<file path="config.mk">
export PLATFORM = sky130hd
export DESIGN_NAME = dds_word_capture
export DESIGN_NICKNAME = d
export VERILOG_FILES = /design/src/rtl/dds_word_capture.sv
export SDC_FILE = /design/constraint.sdc
export NUM_CORES = 1
export LEC_CHECK = 0
export CAP_MARGIN = 40
export CORE_MARGIN = 3
export CORE_UTILIZATION = 56
export CTS_CLUSTER_DIAMETER = 200
export DETAILED_ROUTE_END_ITERATION = 16
export PLACE_DENSITY = 0.87
export SLEW_MARGIN = 40
export SYNTH_ARGS = -nofsm -noshare
export SYNTH_HDL_FRONTEND = slang
export SYNTH_SLANG_ARGS = --single-unit
</file>
<file path="constraint.sdc">
create_clock -name clk_sys -period 5.1 [get_ports clk_sys]
set_input_delay 0.765 -clock clk_sys [delete_from_list [all_inputs] [get_ports clk_sys]]
set_output_delay 0.765 -clock clk_sys [all_outputs]
set_load 0.01 [all_outputs]
</file>
<file path="src/rtl/dds_word_capture.sv">
// dds_word_capture
// Receive-side endpoint of the DDS parallel-load bus. It rebuilds the
// AD9851-style 5-byte load (W0 = phase/control, W1..W4 = tuning word, MSB
// first) and flags malformed loads.
//
// Ports
//   clk_sys     in   system clock, rising edge
//   rst         in   synchronous active-high reset
//   dds_reset   in   DDS master reset from the controller
//   dds_w_clk   in   word-load strobe, rising edge loads one byte
//   dds_fq_ud   in   frequency-update strobe, rising edge commits the word
//   dds_data    in   parallel data byte
//   freq_word   out  last committed tuning word
//   phase_word  out  last committed W0[7:3]
//   ctrl_bits   out  last committed W0[2:0]
//   word_valid  out  one-cycle pulse on a complete commit
//   short_load  out  one-cycle pulse on fq_ud with fewer than 5 bytes
//   over_load   out  sticky, set by a 6th w_clk edge before fq_ud
//   byte_ptr    out  bytes currently loaded, 0..5
//   load_cnt    out  committed word count, saturating
module dds_word_capture #(
  parameter int unsigned SYNC_STAGES = 0
) (
  input  logic        clk_sys,
  input  logic        rst,
  input  logic        dds_reset,
  input  logic        dds_w_clk,
  input  logic        dds_fq_ud,
  input  logic [7:0]  dds_data,
  output logic [31:0] freq_word,
  output logic [4:0]  phase_word,
  output logic [2:0]  ctrl_bits,
  output logic        word_valid,
  output logic        short_load,
  output logic        over_load,
  output logic [2:0]  byte_ptr,
  output logic [15:0] load_cnt
);

  typedef enum logic [1:0] {S_IDLE, S_LOADING, S_FULL, S_OVER} state_e;

  localparam int BW = 11;

  // Data travels with the strobes so a byte and its w_clk edge stay aligned
  // through any synchronizer depth.
  logic [BW-1:0] bus_in, bus_s;
  assign bus_in = {dds_reset, dds_w_clk, dds_fq_ud, dds_data};

  if (SYNC_STAGES == 0) begin : g_nosync
    assign bus_s = bus_in;
  end else begin : g_sync
    logic [BW-1:0] sync_q [SYNC_STAGES];
    logic [BW-1:0] sync_d [SYNC_STAGES];

    always_comb begin
      sync_d[0] = bus_in;
      for (int i = 1; i < int'(SYNC_STAGES); i++) sync_d[i] = sync_q[i-1];
    end

    always_ff @(posedge clk_sys) begin
      for (int i = 0; i < int'(SYNC_STAGES); i++) begin
        if (rst) sync_q[i] <= '0;
        else     sync_q[i] <= sync_d[i];
      end
    end

    assign bus_s = sync_q[SYNC_STAGES-1];
  end

  logic       reset_s, w_s, fq_s;
  logic [7:0] data_s;
  assign {reset_s, w_s, fq_s, data_s} = bus_s;

  // Strobe history: {reset, w_clk, fq_ud}
  logic [2:0] prev_q, prev_d;
  assign prev_d = {reset_s, w_s, fq_s};

  logic reset_rise, w_rise, fq_rise;
  assign reset_rise = reset_s & ~prev_q[2];
  assign w_rise     = w_s     & ~prev_q[1];
  assign fq_rise    = fq_s    & ~prev_q[0];

  state_e          state_q, state_d;
  logic [2:0]      byte_ptr_q, byte_ptr_d;
  logic [0:4][7:0] shadow_q, shadow_d;      // element 0 is W0
  logic [31:0]     freq_q, freq_d;
  logic [4:0]      phase_q, phase_d;
  logic [2:0]      ctrl_q, ctrl_d;
  logic            word_valid_q, word_valid_d;
  logic            short_load_q, short_load_d;
  logic            over_load_q, over_load_d;
  logic [15:0]     load_cnt_q, load_cnt_d;

  always_comb begin
    // NOTE: every _d gets its hold value first, so no branch can infer a latch.
    state_d      = state_q;
    byte_ptr_d   = byte_ptr_q;
    shadow_d     = shadow_q;
    freq_d       = freq_q;
    phase_d      = phase_q;
    ctrl_d       = ctrl_q;
    word_valid_d = 1'b0;
    short_load_d = 1'b0;
    over_load_d  = over_load_q;
    load_cnt_d   = load_cnt_q;

    if (reset_rise) begin
      state_d     = S_IDLE;
      byte_ptr_d  = '0;
      shadow_d    = '0;
      freq_d      = '0;
      phase_d     = '0;
      ctrl_d      = '0;
      over_load_d = 1'b0;
    end else if (!reset_s) begin
      // fq_ud wins over a coincident w_clk; that byte is dropped outright.
      if (fq_rise) begin
        if (state_q == S_FULL || state_q == S_OVER) begin
          freq_d       = {shadow_q[1], shadow_q[2], shadow_q[3], shadow_q[4]};
          phase_d      = shadow_q[0][7:3];
          ctrl_d       = shadow_q[0][2:0];
          word_valid_d = 1'b1;
          if (load_cnt_q != 16'hFFFF) load_cnt_d = load_cnt_q + 16'd1;
        end else begin
          short_load_d = 1'b1;
          shadow_d     = '0;
        end
        state_d    = S_IDLE;
        byte_ptr_d = '0;
      end else if (w_rise) begin
        case (state_q)
          S_IDLE, S_LOADING: begin
            shadow_d[byte_ptr_q] = data_s;
            byte_ptr_d           = byte_ptr_q + 3'd1;
            state_d              = (byte_ptr_q == 3'd4) ? S_FULL : S_LOADING;
          end
          S_FULL: begin
            state_d     = S_OVER;
            over_load_d = 1'b1;
          end
          default: ;  // S_OVER: extra bytes are ignored
        endcase
      end
    end
  end

  always_ff @(posedge clk_sys) begin
    // NOTE: non-blocking so every flop updates from pre-edge values.
    if (rst) begin
      // NOTE: the shadow bytes are reset too; a commit must never expose
      // stale contents from before reset.
      prev_q       <= '0;
      state_q      <= S_IDLE;
      byte_ptr_q   <= '0;
      shadow_q     <= '0;
      freq_q       <= '0;
      phase_q      <= '0;
      ctrl_q       <= '0;
      word_valid_q <= 1'b0;
      short_load_q <= 1'b0;
      over_load_q  <= 1'b0;
      load_cnt_q   <= '0;
    end else begin
      prev_q       <= prev_d;
      state_q      <= state_d;
      byte_ptr_q   <= byte_ptr_d;
      shadow_q     <= shadow_d;
      freq_q       <= freq_d;
      phase_q      <= phase_d;
      ctrl_q       <= ctrl_d;
      word_valid_q <= word_valid_d;
      short_load_q <= short_load_d;
      over_load_q  <= over_load_d;
      load_cnt_q   <= load_cnt_d;
    end
  end

  assign freq_word  = freq_q;
  assign phase_word = phase_q;
  assign ctrl_bits  = ctrl_q;
  assign word_valid = word_valid_q;
  assign short_load = short_load_q;
  assign over_load  = over_load_q;
  assign byte_ptr   = byte_ptr_q;
  assign load_cnt   = load_cnt_q;

endmodule
</file>
### Word-level counts from Yosys, hierarchy flattened

Index checks and enable logic that the tools add are counted.

* $add $sub $neg: 2
* magnitude comparators: 2
* eq/ne operators: 6
* multiplexer cells: 16
* bitwise operators: 10
* reductions and logical operators: 15

Operator list (count)
* two-way mux 40 bit: 4
* bitwise mux 40 bit: 1
* demux 8 bit (select 3 bit): 1
* adder 16 x 1 -> 16 bit, second input constant: 1
* != test 16 bit, second input constant: 1
* two-way mux 3 bit: 3
* AND reduction 3 bit: 3
* two-way mux 8 bit: 1
* AND reduction 4 bit: 2
* two-way mux 2 bit: 3
* NOT 1 bit: 6
* AND reduction 5 bit: 1
* == test 2 bit, second input constant: 2
* >= comparator 4 bit, second input constant: 1
* less-than comparator 4 x 1 -> 1 bit, second input constant: 1
* NOT 3 -> 4 bit: 1
* one-hot mux 2 bit (2 select lines): 1
* nonzero test 2 bit: 2
* OR reduction 2 bit: 2
* OR reduction 4 bit: 1
* adder 3 x 1 -> 3 bit, second input constant: 1
* AND 1 bit: 3
* == test 3 bit, second input constant: 1
* nonzero test 3 bit: 1
* 6 further kinds: 7

* register bits after elaboration: 107
* bits of input ports: 13
* word-level logic and storage cells: 66

### Logic depth before layout (Yosys ltp)

Gate-level depths: netlist (run 1).

* depth in word-level cells: 9
* depth in mapped cells: 7

### Worst setup path after synthesis (run 1)

OpenSTA, ideal clock, no wires.

* path kind: input port to flip-flop
* from: in dds_reset
* to: reg shadow_q[0] (netlist name)
* setup time: 70 ps
* arrival time: 2013 ps
* required time: 5030 ps
* setup slack: 3016 ps
* stages: 5
* buffers on the path: 1
* path through: or4b_4 -> buf_6 -> nor4b_4 -> nand2_1 -> a21oi_1

* word-level cells in the longest chain between the ends: 2
* elaborated cells on any way between the ends: 4
* classes of those cells: 2 x bitwise; 2 x reduce/logical

Ends and longest elaborated chain
* from (decl): RTL line 26 `input logic dds_reset,`
* AND 1 bit or NOT 1 bit (tied branches)
* OR reduction 2 bit (no source line) or AND reduction 4 bit (tied branches)
* to (signal assigned): RTL line 167 `shadow_q <= shadow_d;`
* to (decl): RTL line 85 `logic [0:4][7:0] shadow_q, shadow_d;`

Several ways; a longest one is shown, not always the timed one.
A chain may end at the register's enable or synchronous reset.

### Final worst setup path (run 1)

* from: in dds_reset
* to: reg load_cnt_q[11], in the netlist load_cnt[11]

* word-level cells in the longest chain between the ends: 3
* elaborated cells on any way between the ends: 4
* classes of those cells: 3 x bitwise; 1 x reduce/logical

Ends and longest elaborated chain
* AND 1 bit: RTL line 79 `assign reset_rise = reset_s & ~prev_q[2];`
* NOT 1 bit (no source line)
* AND reduction 5 bit (no source line) (*)
* to (signal assigned): RTL line 174 `load_cnt_q <= load_cnt_d;`
* to (decl): RTL line 92 `logic [15:0] load_cnt_q, load_cnt_d;`

Mark *: on every way between the ends. The rest lies on a longest branch, timed or not.

==> results of run 1 <==
[per-layer routing]
layer / up-vias / GRT usage (%) / part of all wire [%] / routed length [um]
met1: 1831 / 30.80 / 42 / 4253
met3: 18 / 3.574 / 5.2 / 525
met5: - / 0 / 0 / 0
met2: 118 / 40.73 / 51 / 5137
li1: 1883 / - / - / -
met4: 0 / 9.901 / 2.3 / 231
[tightest hold or removal path, cell delays in order, from the launching register on]
cell and delay [ns]:
dfxtp_1 0.32, nand2_1 0.05, a21oi_1 0.05
[area by class of cell]
type,instances,area [um2]
sequential,107,2142
tap,96,120.1
clock inverter,2,37.54
multi-input combinational,366,1928
clock buffer,12,145.1
timing repair buffer,81,793.3
fill,533,1827
inverter,7,26.28
[power groups by stage]
stage | logic (mW) | registers [mW] | clock network (mW)
after CTS | 0.0683 | 0.840 | 0.500
after global routing | 0.0765 | 0.841 | 0.538
after detailed placement | 0.0671 | 0.860 | 0
final | 0.0708 | 0.840 | 0.498
after floorplan | 0.0400 | 0.859 | 0
after global placement | 0.0657 | 0.860 | 0
[worst max-delay path by stage]
| stage | start | endpoint | slack [ns] | cells past startpoint |
|---|---|---|---|---|
| after floorplan | dds_reset | shadow_q[0] | 3.02 | 5 |
| after global placement | dds_reset | load_cnt[15] | 2.15 | 5 |
| after detailed placement | dds_reset | load_cnt[15] | 2.07 | 5 |
| after CTS | dds_reset | load_cnt[10] | 2.42 | 5 |
| after global routing | dds_reset | load_cnt[10] | 2.22 | 5 |
| final | dds_reset | load_cnt[11] | 2.38 | 6 |
[flip-flops by register name, summed over array words and instances (netlist names)]
| signal | cells |
|---|---|
| shadow_q | 40 |
| freq_word | 32 |
| load_cnt | 16 |
| phase_word | 5 |
| byte_ptr | 3 |
| ctrl_bits | 3 |
| prev_q | 3 |
| state_q | 2 |
| over_load | 1 |
| short_load | 1 |
| word_valid | 1 |
[Yosys cell counts, types with 2 or more instances]
| cell | count |
|---|---|
| o31ai_1 | 5 |
| nor3b_1 | 2 |
| nand3_1 | 7 |
| a31oi_1 | 4 |
| clkbuf_1 | 22 |
| o21ai_0 | 49 |
| buf_2 | 3 |
| inv_1 | 7 |
| nor4_4 | 2 |
| a21oi_1 | 96 |
| nor3_1 | 4 |
| nand4_1 | 5 |
| mux2_2 | 2 |
| nor2_1 | 17 |
| ha_1 | 3 |
| nand2_1 | 126 |
| dfxtp_1 | 107 |
| or3_1 | 8 |
| nor2b_1 | 6 |
| and4_1 | 2 |
| buf_1 | 5 |
| or4_1 | 5 |
| nor4_1 | 3 |
| buf_6 | 2 |
| nand2b_1 | 2 |
[logic make-up after synthesis]
group,after synthesis
fa+ha+maj,3
mux,3
buf+inv,39
compound gates,160
xor+xnor,2
flops,107
simple gates,198
[through the flow]
step / power [mW] / setup slack, ns / instances / utilization, % / hold WS, ns
final: 1.409 / 2.380 / 671 / 73.98 / 0.4483
after detailed placement: 0.9271 / 2.068 / 656 / 71.07 / 0.4423
after global routing: 1.455 / 2.219 / 671 / 73.98 / 0.4763
after CTS: 1.408 / 2.416 / 670 / 73.67 / 0.4544
after global placement: 0.9256 / 2.150 / 656 / 70.91 / 0.4379
after floorplan: 0.8992 / 3.016 / 512 / - / 0.4284
[cells in the final DEF (no fill, tap or decap), types with 2 or more instances in the layout]
| master | instances |
|---|---|
| nand2_1 | 126 |
| dfxtp_1 | 107 |
| a21oi_1 | 96 |
| clkdlybuf4s50_1 | 74 |
| o21ai_0 | 48 |
| nor2_1 | 17 |
| clkbuf_8 | 10 |
| or3_1 | 8 |
| inv_1 | 7 |
| nand3_1 | 7 |
| buf_4 | 7 |
| nor2b_1 | 6 |
| nand4_1 | 5 |
| o31ai_1 | 5 |
| or4_1 | 5 |
| nor3_1 | 4 |
| a31oi_1 | 4 |
| nor4_1 | 3 |
| ha_1 | 3 |
| nor3b_1 | 2 |
| and4_1 | 2 |
| mux2_2 | 2 |
| nand2b_1 | 2 |
| nor4_4 | 2 |
| clkbuf_1 | 2 |
==> results.py, run 1 <==
metrics = {
    "cts": {
        "ctsHoldBuffers": 0,
        "cts_resized": 0,
        "cts_buffers": 9,
        "cts_setup_buffers": 0,
        "cts_tree": "done",
        "clock_latency_ns": 0.36,
        "cts.clk_slew.worst_paths_ns": 0.09,
        "clk_path_buf_depth": 2,
        "cts_root_buffer": "clkbuf_8",
        "clock_sinks": 107,
        "h-tree-depth": 3,
    },
    "yosys": {
        "postSynthCellCount": 512,
        "synth_xor_area_share_pct": 0.4180,
        "async_flop_share_pct": 0,
        "synth_top_family_by_area": "simple AND/OR/NAND/NOR gates",
        "ys_seq_area_share_pct": 51.12,
        "synth_ff_type": "dfxtp_1",
        "syn_nets": 528,
        "synth_compound_area_share_pct": 20.10,
        "synth-simple-area-share_pct": 22.75,
        "yosysTopAreaCell": "dfxtp_1",
        "synthAdderAreaFrac_pct": 0.8958,
        "ys_ff_latch": 107,
        "synth_enable_flop_cells": 0,
        "muxShareOfSynthArea_pct": 0.7764,
        "netlist_area_um2": 4190,
        "postSynthAreaPerCell_um2": 8.184,
        "yosys.cell_types.count": 43,
        "ys.warnings.count": 0,
        "netlist.area_leader.share_pct": 51.12,
        "synth.area.top_cells": "dfxtp_1 51%, a21oi_1 11%, nand2_1 11%, o21ai_0 5.9%, clkbuf_1 2.0%",
    },
    "setup_path": {
        "cp_cell_sequence": "clkdlybuf4s50_1 > nor4bb_4 > o41ai_4 > buf_4 > or4_1 > a21oi_1",
        "critPathArrivalTime_ns": 3.02,
        "crit_family": "simple AND/OR/NAND/NOR gates",
        "worstReg2RegStart": "load_cnt[5]",
        "worstPathMaxFanout": 15,
        "end_kind": "flip-flop",
        "rrSetupSlack_ns": 3.03,
        "r2r_cells": 4,
        "critPathMaxStageDelay_ns": 0.64,
        "slowest_stage": "clkdlybuf4s50_1",
        "worst-path-buf-inv": 2,
        "cp_data_required_time_ns": 5.40,
        "timing_worst_setup_path_type": "input port to flip-flop",
        "r2r_end": "load_cnt[15]",
        "start_kind": "input port",
    },
    "timing": {
        "rsz0062_at_grt": "no",
        "period_minus_slack_ns": 2.720,
        "setup_viol": 0,
        "fin_crit_sh_pct": 53.33,
        "slew_headroom_pct": 52.66,
        "finClkSkew_ns": 0.008642,
        "finalHoldViolCount": 0,
        "drv_slew": 0,
        "fin_tns_setup_ns": 0,
        "worst_pin_slew_ns": 0.7068,
        "fmax_ghz": 0.3676,
    },
    "global_route": {
        "overflow": 0,
        "grt_start_max_net_pins": 52,
        "grt_util_all_layers_pct": 24.11,
        "antenna_found_initial": 0,
        "grt_pass1_wl_um": 16810,
        "grt_pass1_vias": 3617,
    },
    "pwr": {
        "p_switching_mw": 0.3139,
        "power_frac_comb_pct": 5.0,
        "powerDensity_nw_per_um2": 271.3,
        "ir_drop_mv": 0.1706,
        "p_int_mw": 1.095,
        "power.leakage_nw": 1.578,
        "pwr-share-clk_pct": 35.3,
        "p_seq_share_pct": 59.7,
        "switching_share_pct": 22.28,
    },
    "drt": {
        "routed_wirelength_um": 10150,
        "viasPerCell": 5.738,
        "drt_first_iter_violations": 324,
        "wire_per_inst_um": 15.12,
        "dr.pass1.iters": 5,
        "vias": 3850,
        "antenna_left": 0,
        "drc": 0,
    },
    "hold_path": {
        "hold-path-endpoint": "freq_word[4]",
        "hold_class": "flip-flop to flip-flop",
        "hold_depth": 2,
        "hp-start": "shadow_q[4]",
    },
    "floorplanning": {
        "die_y_um": 92.50,
        "row_count": 30,
        "die_w_um": 92.50,
        "core_um2": 7019,
        "start_util_pct": 59.70,
        "die_area_um2": 8556,
        "ioPinCount": 75,
    },
    "place": {
        "hpwlAfterDp_um": 6778,
        "dpl_cell_area_um2": 4989,
        "gp_congestion": 0.8512,
        "io_buffer_count": 74,
    },
    "cells_and_area": {
        "drive_gt1_share_pct": 5.565,
        "finalNetCount": 588,
        "synthToLayoutAreaGrowth_pct": 23.92,
        "final_area_um2": 5192,
        "num_antenna_cells": 0,
    },
    "status": {
        "status": "completed",
    },
    "job": {
        "cap_violations": 0,
    },
}
(Power assumes the default switching activity.)
==> inputs of run 2 (changes only) <==
Settings changed: CORE_UTILIZATION 56 to 52, PLACE_DENSITY 0.87 to 0.82.
Clock period 5.1 ns to 2.8 ns, I/O delays scaled along.
==> run 2 against run 1 <==
Net effect:
- sequential power up 82%
- hold slack about the same
- register-to-register slack got worse by 2.3 ns
- cell count up 1.6%
- sequential share of layout area down 0.73 points
- die area rose by 7.2%
- first-iteration DRC count down 15%
==> results.py, run 2 (synthesis gave the netlist of run 1 again) <==
metrics = {
    "timing": {
        "slew_headroom_pct": 51.06,
        "drv_slew": 0,
        "fin_ws_ns": 0.5488,
        "period_minus_slack_ns": 2.251,
        "fin_crit_sh_pct": 80.40,
        "fin_tns_setup_ns": 0,
        "fmax_ghz": 0.4442,
        "setup_viol": 0,
        "finClkSkew_ns": 0.01413,
        "rsz0062_at_grt": "no",
        "finalHoldViolCount": 0,
        "worst_pin_slew_ns": 0.7306,
    },
    "pwr": {
        "ir_drop_mv": 0.4128,
        "p_switching_mw": 0.6140,
        "power.leakage_nw": 1.629,
        "switching_share_pct": 22.56,
        "p_seq_share_pct": 56.3,
        "p_int_mw": 2.107,
        "power_frac_comb_pct": 4.9,
        "pwr-share-clk_pct": 38.8,
        "powerDensity_nw_per_um2": 514.7,
    },
    "global_route": {
        "grt_util_all_layers_pct": 22.62,
        "grt_pass1_vias": 3599,
        "grt_use_met2_pct": 36.83,
        "grt_pass1_wl_um": 16410,
        "grtUsageMet3_pct": 3.831,
        "overflow": 0,
        "antenna_found_initial": 0,
        "grt_busiest_layer": "met2",
        "grt_start_max_net_pins": 87,
        "met1_usage_pct": 29.14,
    },
    "drt": {
        "routed_wirelength_um": 10050,
        "wire_per_inst_um": 14.73,
        "viasPerCell": 5.663,
        "dr.pass1.iters": 5,
        "vias": 3862,
        "drt_first_iter_violations": 275,
        "antenna_left": 0,
        "drc": 0,
    },
    "cells_and_area": {
        "final_common_cell": "nand2_1",
        "top_register": "shadow_q",
        "finalNetCount": 591,
        "drive_gt1_share_pct": 6.724,
        "largest_register_ffs": 40,
        "synthToLayoutAreaGrowth_pct": 26.16,
        "layout_common_cells": "126 x nand2_1, 107 x dfxtp_1, 96 x a21oi_1",
        "num_antenna_cells": 0,
    },
    "floorplanning": {
        "row_count": 32,
        "start_util_pct": 53.95,
        "die_w_um": 95.77,
        "die_area_um2": 9171,
        "ioPinCount": 75,
        "die_y_um": 95.77,
        "core_um2": 7767,
    },
    "cts": {
        "ctsHoldBuffers": 0,
        "clock_sinks": 107,
        "cts_tree": "done",
        "h-tree-depth": 3,
        "clock_latency_ns": 0.36,
        "cts.clk_slew.worst_paths_ns": 0.09,
        "cts_setup_buffers": 0,
        "cts_root_buffer": "clkbuf_8",
        "clk_path_buf_depth": 2,
        "cts_buffers": 9,
        "cts_resized": 0,
    },
    "place": {
        "gp_congestion": 0.8215,
        "hpwlAfterDp_um": 6707,
        "io_buffer_count": 74,
        "place_ws_ns": 0.2276,
    },
    "setup_path": {
        "cp_data_required_time_ns": 3.08,
        "start_kind": "input port",
        "timing_worst_setup_path_type": "input port to flip-flop",
        "end_kind": "flip-flop",
        "worstPathMaxFanout": 11,
        "critPathArrivalTime_ns": 2.53,
    },
    "hold_path": {
        "hold_class": "flip-flop to flip-flop",
    },
    "status": {
        "status": "completed",
    },
    "job": {
        "cap_violations": 0,
    },
}
[run 2: cell count changes in the layout (fill, tap and decap cells not counted), sizes merged]
cell / before / now
bufinv: 1 / 2
clkinv: 0 / 2
buf: 7 / 10
clkbuf: 12 / 10
inv: 7 / 9
clkinvlp: 1 / 0
[run 2: routing by layer]
layer | wire (um) | share of wire (%)
met4 | 306 | 3.0
met1 | 4355 | 43
met5 | 0 | 0
met2 | 4772 | 48
met3 | 612 | 6.1
[run 2: worst max-delay path, cell delays in order]
cell and delay [ns]:
clkdlybuf4s50_1 0.46, buf_4 0.19, or4b_4 0.62, nor4_4 0.52
nand2_1 0.14, a21oi_1 0.18
[run 2: worst paths after layout]
kind | cells past startpoint | end | slack (ns) | from
max | 6 | shadow_q[14] | 0.55 | dds_reset
min | 2 | freq_word[0] | 0.45 | shadow_q[0]
max reg2reg | 5 | load_cnt[8] | 0.70 | state_q[1]
min reg2reg | 2 | freq_word[0] | 0.45 | shadow_q[0]
[run 2: final cells by class]
| cell class | count | area [um2] |
|---|---|---|
| sequential | 107 | 2142 |
| timing repair buffer | 84 | 835.8 |
| fill | 624 | 2481 |
| inverter | 7 | 26.28 |
| multi-input combinational | 366 | 1922 |
| clock inverter | 6 | 95.09 |
| clock buffer | 10 | 137.6 |
| tap | 102 | 127.6 |
[run 2: power by group through the flow]
stage	logic (mW)	registers [mW]	clock network, mW
after detailed placement	0.128	1.57	0
after global placement	0.124	1.57	0
after CTS	0.128	1.53	1.07
after floorplan	0.0729	1.56	0
after global routing	0.143	1.53	1.14
final	0.133	1.53	1.06
[run 2: per-stage QoR]
step / std cells / util, % / cell area (um2) / power [mW] / hold WS (ns)
6_report: 682 / 68.06 / 5286 / 2.721 / 0.4484
2_1_floorplan: 512 / - / 4190 / 1.638 / 0.4284
3_3_place_gp: 665 / 64.63 / 5020 / 1.690 / 0.4395
5_1_grt: 682 / 68.06 / 5286 / 2.815 / 0.4762
3_5_place_dp: 665 / 64.72 / 5027 / 1.695 / 0.4428
4_1_cts: 681 / 67.72 / 5260 / 2.734 / 0.4551
==> inputs of run 3 (changes only) <==
Settings changed: CORE_UTILIZATION 52 to 47, PLACE_DENSITY 0.82 to 0.78.
Clock period 2.8 ns to 1.9 ns, I/O delays scaled along.
==> run 3 against run 2 <==
Net effect:
- clock-buffer cell count unchanged
- non-clock buffer count rose by 33
- clock skew is 0.0022 ns lower
- design area increased by 5.1%
- clock power up 25%
- sequential share of layout area decreased by 1.9 points
- worst setup slack lost 0.50 ns
- wire length rose by 5.8%
- global-route usage decreased by 0.77 points
- power is 40% higher
- combinational power grew 63%
- critical path depth is the same
==> results.py, run 3 (synthesis gave the netlist of run 1 again) <==
metrics = {
    "setup_path": {
        "rrSetupSlack_ns": 0.04,
        "timing_worst_setup_path_type": "flip-flop to flip-flop",
        "r2r_cells": 6,
        "slowest_stage": "or4_1",
        "r2r_end": "load_cnt[14]",
        "critPathLaunch": "load_cnt[7]",
        "crit_end": "load_cnt[14]",
        "end_kind": "flip-flop",
        "worst-path-buf-inv": 2,
        "crit_cells": 6,
        "cp_common_cell": "buf_4",
        "worstReg2RegStart": "load_cnt[7]",
        "start_kind": "flip-flop",
        "worstPathMaxFanout": 5,
        "crit_family": "simple AND/OR/NAND/NOR gates",
        "cp_data_required_time_ns": 2.22,
        "critPathMaxStageDelay_ns": 0.47,
        "cp_cell_sequence": "nand3_2 > buf_4 > or3_1 > buf_4 > or4_1 > a21oi_1",
        "critPathArrivalTime_ns": 2.17,
    },
    "global_route": {
        "met1_usage_pct": 28.33,
        "antenna_found_initial": 0,
        "grt_util_all_layers_pct": 21.85,
        "grt_use_met2_pct": 34.86,
        "grt_pass1_wl_um": 17750,
        "grt_pass1_vias": 3765,
        "overflow": 0,
        "grt_busiest_layer": "met2",
        "grt_start_max_net_pins": 48,
        "grtUsageMet3_pct": 4.378,
    },
    "timing": {
        "fin_tns_setup_ns": 0,
        "finalHoldViolCount": 0,
        "fmax_ghz": 0.5388,
        "worst_pin_slew_ns": 0.6328,
        "fin_ws_ns": 0.04399,
        "fin_crit_sh_pct": 97.68,
        "finClkSkew_ns": 0.01194,
        "period_minus_slack_ns": 1.856,
        "slew_headroom_pct": 57.62,
        "drv_slew": 0,
        "setup_viol": 0,
    },
    "floorplanning": {
        "start_util_pct": 49.75,
        "die_y_um": 100.4,
        "die_w_um": 100.4,
        "row_count": 33,
        "ioPinCount": 75,
        "core_um2": 8423,
        "die_area_um2": 10080,
    },
    "cells_and_area": {
        "top_register": "shadow_q",
        "drive_gt1_share_pct": 13.05,
        "synthToLayoutAreaGrowth_pct": 32.58,
        "final_common_cell": "nand2_1",
        "num_antenna_cells": 0,
        "regArea_um2": 2147,
        "multi_input_area_um2": 1934,
        "largest_register_ffs": 40,
        "fill_cells": 734,
        "layout_common_cells": "126 x nand2_1, 103 x dfxtp_1, 95 x a21oi_1",
        "final_area_um2": 5555,
        "finalNetCount": 624,
        "final_core_util_pct": 65.95,
    },
    "drt": {
        "vias": 3916,
        "drt_first_iter_violations": 187,
        "antenna_left": 0,
        "routed_wirelength_um": 10630,
        "viasPerCell": 5.454,
        "wire_per_inst_um": 14.80,
        "drc": 0,
        "dr.pass1.iters": 5,
    },
    "cts": {
        "clock_sinks": 107,
        "clock_latency_ns": 0.38,
        "cts_tree": "done",
        "cts.clk_slew.worst_paths_ns": 0.11,
        "clk_path_buf_depth": 2,
        "h-tree-depth": 3,
        "cts_buffers": 9,
        "cts_root_buffer": "clkbuf_8",
    },
    "hold_path": {
        "hold_class": "input port to flip-flop",
        "hold_depth": 3,
    },
    "place": {
        "hpwlAfterDp_um": 7387,
        "dpl_cell_area_um2": 5321,
        "place_ws_ns": -0.3470,
        "gp_congestion": 0.8306,
        "io_buffer_count": 74,
    },
    "job": {
        "cap_violations": 0,
    },
    "pwr": {
        "p_total_mw": 3.807,
        "ir_drop_mv": 0.4355,
        "powerDensity_nw_per_um2": 685.3,
        "power.leakage_nw": 1.805,
    },
    "status": {
        "status": "completed",
    },
}
## run 3: layout make-up
cell class,instances,share of cell area [%]
clock inverters,6,1.014
flip-flops and latches,107,38.65
multi-input cells,366,34.82
clock buffers,10,2.297
inverters,7,0.4730
repair buffers,117,20.38
well taps,105,2.365
## run 3: worst min-delay path by stage
stage | start | end
2_1_floorplan | dds_fq_ud | prev_q[0]
3_3_place_gp | shadow_q[9] | freq_word[9]
3_5_place_dp | shadow_q[12] | freq_word[12]
4_1_cts | shadow_q[12] | freq_word[12]
5_1_grt | dds_reset | short_load
6_report | dds_reset | short_load
## run 3: power by group
part	internal [mW]	total [mW]	switching, mW
clock network	0.508	1.33	0.827
registers	2.25	2.26	0.00575
logic	0.0789	0.217	0.138
total	2.84	3.81	0.970
## run 3: repair_timing
item	4_1_cts	5_1_grt
endpoints found under the setup margin	8	4
pin swaps	1	1
hold buffers	0	0
cloned	0	0
setup buffers	1	0
gates resized for setup	1	11
## run 3: through the flow
stage	instances	hold WS (ns)
2_1_floorplan	512	0.4132
3_3_place_gp	701	0.4399
3_5_place_dp	701	0.4434
4_1_cts	718	0.4576
5_1_grt	718	0.4537
6_report	718	0.4336
## run 3: worst reg2reg max path, cell delays in order, from the launching register on
cell	delay (ns)
dfxtp_2	0.37
nand3_2	0.12
buf_4	0.17
or3_1	0.37
buf_4	0.16
or4_1	0.47
a21oi_1	0.14
## run 3: per-layer routing
metal  vias to the layer above  part of all wire, %
met4                         0                  2.1
met1                      1821                   44
met3                        20                  6.4
li1                       1965                    -
met5                         -                    0
met2                       110                   48
